$ cat src/rtl/trigger_capture_if.sv
// Sample-stream, frame-RAM write port and frame handshake bundle for trigger_capture.
// master drives samples and handshakes; slave is the capture engine.
interface trigger_capture_if;
   logic       sample_en;
   logic [7:0] adc_db;
   logic       arm;
   logic       frame_ack;
   logic       wr_en;
   logic [8:0] wr_addr;
   logic [7:0] wr_data;
   logic       frame_ready;
   logic [8:0] frame_start;
   logic       frame_forced;

   modport master (
      output sample_en, adc_db, arm, frame_ack,
      input  wr_en, wr_addr, wr_data, frame_ready, frame_start, frame_forced
   );

   modport slave (
      input  sample_en, adc_db, arm, frame_ack,
      output wr_en, wr_addr, wr_data, frame_ready, frame_start, frame_forced
   );
endinterface

$ cat src/rtl/trigger_capture.sv
// Oscilloscope-style trigger capture into a circular frame RAM (pre/post trigger window).
// Optional auto trigger in continuous mode is enabled by defining TRIG_AUTO_EN.
module trigger_capture #(
   parameter int FRAME_LEN    = 200,
   parameter int PRE_LEN      = 50,
   parameter int AUTO_TIMEOUT = 20000
) (
   input  logic              clock,
   input  logic              reset,
   input  logic [7:0]        trig_level,
   input  logic              trig_edge,
   input  logic              sample_type,
   trigger_capture_if.slave  bus
);
   localparam int POST_LEN = FRAME_LEN - PRE_LEN;

   typedef enum logic [2:0] {IDLE, PRE, ARMED, POST, DONE} state_t;

   state_t     state_reg, state_next;
   logic [9:0] cnt_reg, cnt_next;
   logic [8:0] ptr_reg, ptr_inc;
   logic       mode_reg, mode_next;
   logic [7:0] prev_reg;
   logic       prev_valid_reg, prev_valid_next;
   logic       frame_ready_reg, frame_ready_next;
   logic [8:0] frame_start_reg, frame_start_next;
   logic       wr_en_reg;
   logic [8:0] wr_addr_reg;
   logic [7:0] wr_data_reg;
   logic       capture;
   logic       trig_hit;
   logic       auto_hit;

   assign capture = bus.sample_en &&
                    (state_reg == PRE || state_reg == ARMED || state_reg == POST);
   assign ptr_inc = (ptr_reg == 9'(FRAME_LEN - 1)) ? 9'd0 : ptr_reg + 9'd1;

   always_comb begin
      trig_hit = 1'b0;
      if (prev_valid_reg) begin
         if (trig_edge)
            trig_hit = (prev_reg > trig_level) && (bus.adc_db <= trig_level);
         else
            trig_hit = (prev_reg < trig_level) && (bus.adc_db >= trig_level);
      end
   end

`ifdef TRIG_AUTO_EN
   localparam int AW = $clog2(AUTO_TIMEOUT + 1);
   logic [AW-1:0] auto_cnt_reg;
   logic          forced_reg;

   // Counts ARMED samples; the AUTO_TIMEOUT-th one stands in for a real trigger.
   assign auto_hit = mode_reg && (auto_cnt_reg == AW'(AUTO_TIMEOUT - 1));

   always_ff @(posedge clock) begin
      if (reset) begin
         auto_cnt_reg <= '0;
         forced_reg   <= 1'b0;
      end else begin
         if (state_reg != ARMED)
            auto_cnt_reg <= '0;
         else if (bus.sample_en)
            auto_cnt_reg <= auto_cnt_reg + 1'b1;

         if (state_reg == ARMED && bus.sample_en && auto_hit && !trig_hit)
            forced_reg <= 1'b1;
         else if (state_reg == DONE && bus.frame_ack)
            forced_reg <= 1'b0;
      end
   end

   assign bus.frame_forced = forced_reg;
`else
   assign auto_hit         = 1'b0;
   assign bus.frame_forced = 1'b0;
`endif

   always_comb begin
      state_next       = state_reg;
      cnt_next         = cnt_reg;
      mode_next        = mode_reg;
      prev_valid_next  = prev_valid_reg;
      frame_ready_next = frame_ready_reg;
      frame_start_next = frame_start_reg;
      case (state_reg)
         IDLE: begin
            if (sample_type || bus.arm) begin
               state_next      = PRE;
               mode_next       = sample_type;
               cnt_next        = '0;
               prev_valid_next = 1'b0;
            end
         end
         PRE: begin
            if (bus.sample_en) begin
               prev_valid_next = 1'b1;
               if (cnt_reg == 10'(PRE_LEN - 1)) begin
                  state_next = ARMED;
                  cnt_next   = '0;
               end else begin
                  cnt_next = cnt_reg + 10'd1;
               end
            end
         end
         ARMED: begin
            if (bus.sample_en && (trig_hit || auto_hit)) begin
               // The trigger sample itself is the first post-trigger sample.
               if (POST_LEN == 1) begin
                  state_next       = DONE;
                  frame_ready_next = 1'b1;
                  frame_start_next = ptr_inc;
               end else begin
                  state_next = POST;
                  cnt_next   = 10'd1;
               end
            end
         end
         POST: begin
            if (bus.sample_en) begin
               if (cnt_reg == 10'(POST_LEN - 1)) begin
                  state_next       = DONE;
                  frame_ready_next = 1'b1;
                  frame_start_next = ptr_inc;
               end else begin
                  cnt_next = cnt_reg + 10'd1;
               end
            end
         end
         DONE: begin
            if (bus.frame_ack) begin
               frame_ready_next = 1'b0;
               mode_next        = sample_type;
               cnt_next         = '0;
               prev_valid_next  = 1'b0;
               state_next       = sample_type ? PRE : IDLE;
            end
         end
         default: state_next = IDLE;
      endcase
   end

   always_ff @(posedge clock) begin
      if (reset) begin
         state_reg       <= IDLE;
         cnt_reg         <= '0;
         mode_reg        <= 1'b0;
         prev_reg        <= '0;
         prev_valid_reg  <= 1'b0;
         frame_ready_reg <= 1'b0;
         frame_start_reg <= '0;
         ptr_reg         <= '0;
         wr_en_reg       <= 1'b0;
         wr_addr_reg     <= '0;
         wr_data_reg     <= '0;
      end else begin
         state_reg       <= state_next;
         cnt_reg         <= cnt_next;
         mode_reg        <= mode_next;
         prev_valid_reg  <= prev_valid_next;
         frame_ready_reg <= frame_ready_next;
         frame_start_reg <= frame_start_next;
         wr_en_reg       <= capture;
         if (bus.sample_en)
            prev_reg <= bus.adc_db;
         // wr_addr shows the slot being written; ptr_reg is the next free slot.
         if (capture) begin
            wr_addr_reg <= ptr_reg;
            wr_data_reg <= bus.adc_db;
            ptr_reg     <= ptr_inc;
         end
      end
   end

   assign bus.wr_en       = wr_en_reg;
   assign bus.wr_addr     = wr_addr_reg;
   assign bus.wr_data     = wr_data_reg;
   assign bus.frame_ready = frame_ready_reg;
   assign bus.frame_start = frame_start_reg;
endmodule

$ cat src/flat_wrapper.sv
// flat-port wrapper written by rule: the top's interface ports become plain ports
module trigger_capture_flat 
#(
   parameter int FRAME_LEN    = 200,
   parameter int PRE_LEN      = 50,
   parameter int AUTO_TIMEOUT = 20000
)
  (clock, reset, trig_level, trig_edge, sample_type, bus_sample_en, bus_adc_db, bus_arm, bus_frame_ack, bus_wr_en, bus_wr_addr, bus_wr_data, bus_frame_ready, bus_frame_start, bus_frame_forced);
  trigger_capture_if bus_i ();
  input  logic clock;
  input  logic reset;
  input  logic [7:0] trig_level;
  input  logic trig_edge;
  input  logic sample_type;
  input wire logic [$bits(bus_i.sample_en)-1:0] bus_sample_en;
  input wire logic [$bits(bus_i.adc_db)-1:0] bus_adc_db;
  input wire logic [$bits(bus_i.arm)-1:0] bus_arm;
  input wire logic [$bits(bus_i.frame_ack)-1:0] bus_frame_ack;
  output wire logic [$bits(bus_i.wr_en)-1:0] bus_wr_en;
  output wire logic [$bits(bus_i.wr_addr)-1:0] bus_wr_addr;
  output wire logic [$bits(bus_i.wr_data)-1:0] bus_wr_data;
  output wire logic [$bits(bus_i.frame_ready)-1:0] bus_frame_ready;
  output wire logic [$bits(bus_i.frame_start)-1:0] bus_frame_start;
  output wire logic [$bits(bus_i.frame_forced)-1:0] bus_frame_forced;
  assign bus_i.sample_en = bus_sample_en;
  assign bus_i.adc_db = bus_adc_db;
  assign bus_i.arm = bus_arm;
  assign bus_i.frame_ack = bus_frame_ack;
  assign bus_wr_en = bus_i.wr_en;
  assign bus_wr_addr = bus_i.wr_addr;
  assign bus_wr_data = bus_i.wr_data;
  assign bus_frame_ready = bus_i.frame_ready;
  assign bus_frame_start = bus_i.frame_start;
  assign bus_frame_forced = bus_i.frame_forced;
  trigger_capture #(.FRAME_LEN(FRAME_LEN), .PRE_LEN(PRE_LEN), .AUTO_TIMEOUT(AUTO_TIMEOUT)) u_core (.clock(clock), .reset(reset), .trig_level(trig_level), .trig_edge(trig_edge), .sample_type(sample_type), .bus(bus_i));
endmodule
$ cat config.mk
export PLATFORM = sky130hd
export DESIGN_NAME = trigger_capture_flat
export DESIGN_NICKNAME = d
export VERILOG_FILES = /design/src/rtl/trigger_capture_if.sv /design/src/rtl/trigger_capture.sv /design/src/flat_wrapper.sv
export SDC_FILE = /design/constraint.sdc
export NUM_CORES = 1
export LEC_CHECK = 0
export CORE_UTILIZATION = 25
export CTS_BUF_LIST = sky130_fd_sc_hd__clkbuf_4 sky130_fd_sc_hd__clkbuf_8
export DETAILED_ROUTE_END_ITERATION = 8
export SLEW_MARGIN = 25
export SYNTH_ARGS = -nofsm -noshare
export SYNTH_HDL_FRONTEND = slang
export SYNTH_SLANG_ARGS = --single-unit
$ cat constraint.sdc
create_clock -name clock -period 2.6 [get_ports clock]
set_clock_uncertainty 0.2 [all_clocks]
set_input_delay 0.52 -clock clock [delete_from_list [all_inputs] [get_ports clock]]
set_output_delay 0.52 -clock clock [all_outputs]
set_load 0.02 [all_outputs]
==> results of run 1 <==
==> area by class of cell <==
cell class / instances / area share, %
Clock buffer: 12 / 3.493
Timing Repair Buffer: 91 / 18.21
Clock inverter: 4 / 1.595
Tap cell: 168 / 4.620
Inverter: 17 / 1.458
Sequential cell: 59 / 25.96
Antenna cell: 1 / 0.05501
Multi-Input combinational cell: 282 / 44.61
==> worst paths after layout <==
path	start	cells after the start	end
worst max-delay path	bus_adc_db[1]	9	u_core.cnt_reg[5]$_SDFFE_PP0P_
worst min-delay path	u_core.bus.frame_start[1]$_SDFFE_PP0P_	2	u_core.bus.frame_start[1]$_SDFFE_PP0P_
worst min register to register	u_core.bus.frame_start[1]$_SDFFE_PP0P_	2	u_core.bus.frame_start[1]$_SDFFE_PP0P_
worst max register to register	u_core.cnt_reg[0]$_SDFFE_PP0P_	7	u_core.cnt_reg[0]$_SDFFE_PP0P_
==> worst reg2reg max path: stages, from the launching register on <==
cell       delay (ps)
dfxtp_1           420
ha_1              180
nor2b_1           230
nand3_2           110
or4b_2            610
a21oi_1           160
a2111oi_0          80
mux2_4            290
==> logic make-up (layout without fill, tap and decap cells) <==
logic type | count (synthesis) | in the layout | synth area share [%]
AO/OA/AOI/OAI | 91 | 91 | 20.03
XOR/XNOR | 9 | 9 | 2.529
adder cells (fa/ha/maj) | 19 | 19 | 7.628
buffers and inverters | 39 | 124 | 5.018
flip-flops | 59 | 59 | 37.90
multiplexers | 12 | 12 | 3.934
other | 1 | 2 | 0.1203
AND/OR/NAND/NOR | 150 | 150 | 22.84
==> routing by layer <==
metal	GRT usage [%]	part of all wire [%]
met2	21.79	46
met4	4.737	1.5
met5	0	0
met3	4.782	5.8
met1	17.12	47
==> cell usage in the layout (no fill, tap or decap), types with 3 or more instances in the layout <==
| cell | n |
|---|---|
| inv_2 | 7 |
| and3_1 | 3 |
| mux2i_1 | 10 |
| nor2_1 | 37 |
| ha_1 | 6 |
| nor2b_1 | 7 |
| or3_1 | 6 |
| o21ai_0 | 8 |
| a31oi_1 | 3 |
| dlygate4sd2_1 | 5 |
| a21oi_1 | 42 |
| xor2_1 | 3 |
| xnor2_1 | 6 |
| a211oi_1 | 5 |
| buf_4 | 40 |
| ha_4 | 13 |
| a21oi_2 | 3 |
| clkdlybuf4s50_1 | 33 |
| o2bb2ai_1 | 7 |
| dfxtp_1 | 59 |
| nand2_1 | 54 |
| nor3_1 | 12 |
| dlymetal6s2s_1 | 11 |
| inv_1 | 9 |
| clkbuf_8 | 11 |
| nand3_1 | 9 |
==> per-stage QoR <==
stage	hold slack (ps)	utilization (%)	TNS, ps	cell area (µm²)	worst slack (ps)
after floorplan	260.4	-	0	3154	13.36
after global placement	244.2	33.59	-4874	4051	-516.7
after detailed placement	249.0	33.59	-5428	4051	-567.1
after CTS	261.1	36.78	0	4437	0.7649
after global routing	276.5	37.72	0	4549	19.91
final	257.9	37.72	0	4549	38.28
==> what timing repair did <==
item                                    in CTS  in global routing
endpoints found under the setup margin      10                 10
gates resized for setup                     29                 19
setup buffers                                1                  4
pin swaps                                   10                 10
==> power by group <==
| group | internal, mW | switching, mW | leakage, nW |
|---|---|---|---|
| Clock | 0.601 | 0.366 | 0.116 |
| Combinational | 0.168 | 0.180 | 1.12 |
| Sequential | 0.925 | 0.0197 | 0.478 |
==> out/metrics.cfg, run 1 <==
[drt]
wire_per_inst_um = 13.61
post_drt_via_cell_ratio = 4.636
drt_iter0_markers = 89
first_pass_iters = 4
drc_errors = 0
totalWireLength_mm = 8.629
route.vias.total = 2939
ant_nets = 0

[setup_path]
worstPathMaxFanout = 8
worstPathRequired_ps = 2630
start_kind = primary input
cp-end-kind = register
cp_cell_sequence = dlygate4sd2_1 > ha_4 > nor2b_1 > o211ai_1 > a311o_1 > a211oi_4 > a2111oi_4 > buf_6 > a21o_1
critPathBufInv = 2
critPathTopFamily = compound AO/OA/AOI/OAI gates
critical_path_class = primary input to register
slowest_stage = a311o_1
cp.arrival_ps = 2590
rrSetupSlack_ps = 220
max_stage_delay_ps = 410

[cells_and_area]
layout.nets = 502
syn2layout_area_growth_pct = 45.97
register_area_um2 = 1181
fin_cells = 634
multi_input_area_um2 = 2029
largest_reg_flops = 10
fill_cells = 1219
drive_above_1_share_pct = 22.15

[yosys]
syn-num-nets = 422
synth.top_cell.area_share_pct = 37.90
synth.top_cells.by_area = dfxtp_1 (38%), ha_1 (7.6%), a21oi_1 (7.2%), nand2_1 (6.5%), nor2_1 (4.7%)
syn_area_per_cell_um2 = 8.202
yosys.area.top_type = dfxtp_1
synth_top_flop_cell = dfxtp_1
synthTopCellsByCount = dfxtp_1 (59), nand2_1 (54), a21oi_1 (45)
ys_seq_area_share_pct = 37.90
synth_area_um2 = 3117
yosysWarnings = 0
synth_async_sr_flop_share_pct = 0
synthesis.instances = 380
yosysUniqueCellTypes = 53
synth_enable_flop_cells = 0
yosysMostFrequentCell = dfxtp_1
ys_ff_latch = 59

[global_routing]
grt_max_degree = 30
first_global_vias = 2854
antenna_found_initial = 1
overflow = 0
grt_usage_pct = 13.68
grt_first_pass_wirelength_mm = 13.94

[floorplan]
core-area_um2 = 12060
die_x_um = 113.7
pin_count = 52
die_h_um = 113.7
placementRows = 40
start_util_pct = 25.84
dieArea_um2 = 12920

[timing]
final-hold-violation-count = 0
worst_pin_slew_ps = 470.6
relSlewSlack_pct = 67.82
slew_viol_final = 0
rsz0062_at_grt = false
layout_min_cycle_time_ps = 2562
fin_crit_sh_pct = 98.53
clock.fmax_mhz = 390.4
setup_violations = 0

[clock_network]
clock-sinks = 59
clock-root-buffer = clkbuf_8
cts_tree = built
cts_hold_buf = 0
clockBufferDepth = 2
clk_pin_slew_worst_paths_ps = 70
clkLatencyLatePin_ps = 330
cts_buffers = 9
htree_levels = 3

[place]
dp.final_hpwl_mm = 6.055
port-buffer-count = 50
dp_cells = 613
gp_congestion = 0.8156

[pwr]
total_power_mw = 2.261
leakage_nw = 1.711
peakVddDrop_v = 0.0002635
powerDensity_nw_per_um2 = 496.9

[status]
outcome = completed

[hold_path]
hold_class = register to register

[flow_run]
max_cap_viol_count = 0

Note: power is estimated with default switching activity, not from simulation.
==> run 2: changes to the inputs <==
--- a/config.mk
+++ b/config.mk
@@ -8,6 +8,7 @@
 export CORE_UTILIZATION = 25
 export CTS_BUF_LIST = sky130_fd_sc_hd__clkbuf_4 sky130_fd_sc_hd__clkbuf_8
 export DETAILED_ROUTE_END_ITERATION = 8
+export GPL_ROUTABILITY_DRIVEN = 0
 export SLEW_MARGIN = 25
 export SYNTH_ARGS = -nofsm -noshare
 export SYNTH_HDL_FRONTEND = slang
==> results of run 2 <==
No change in the layout: final DEF, timing and power equal those of run 1.
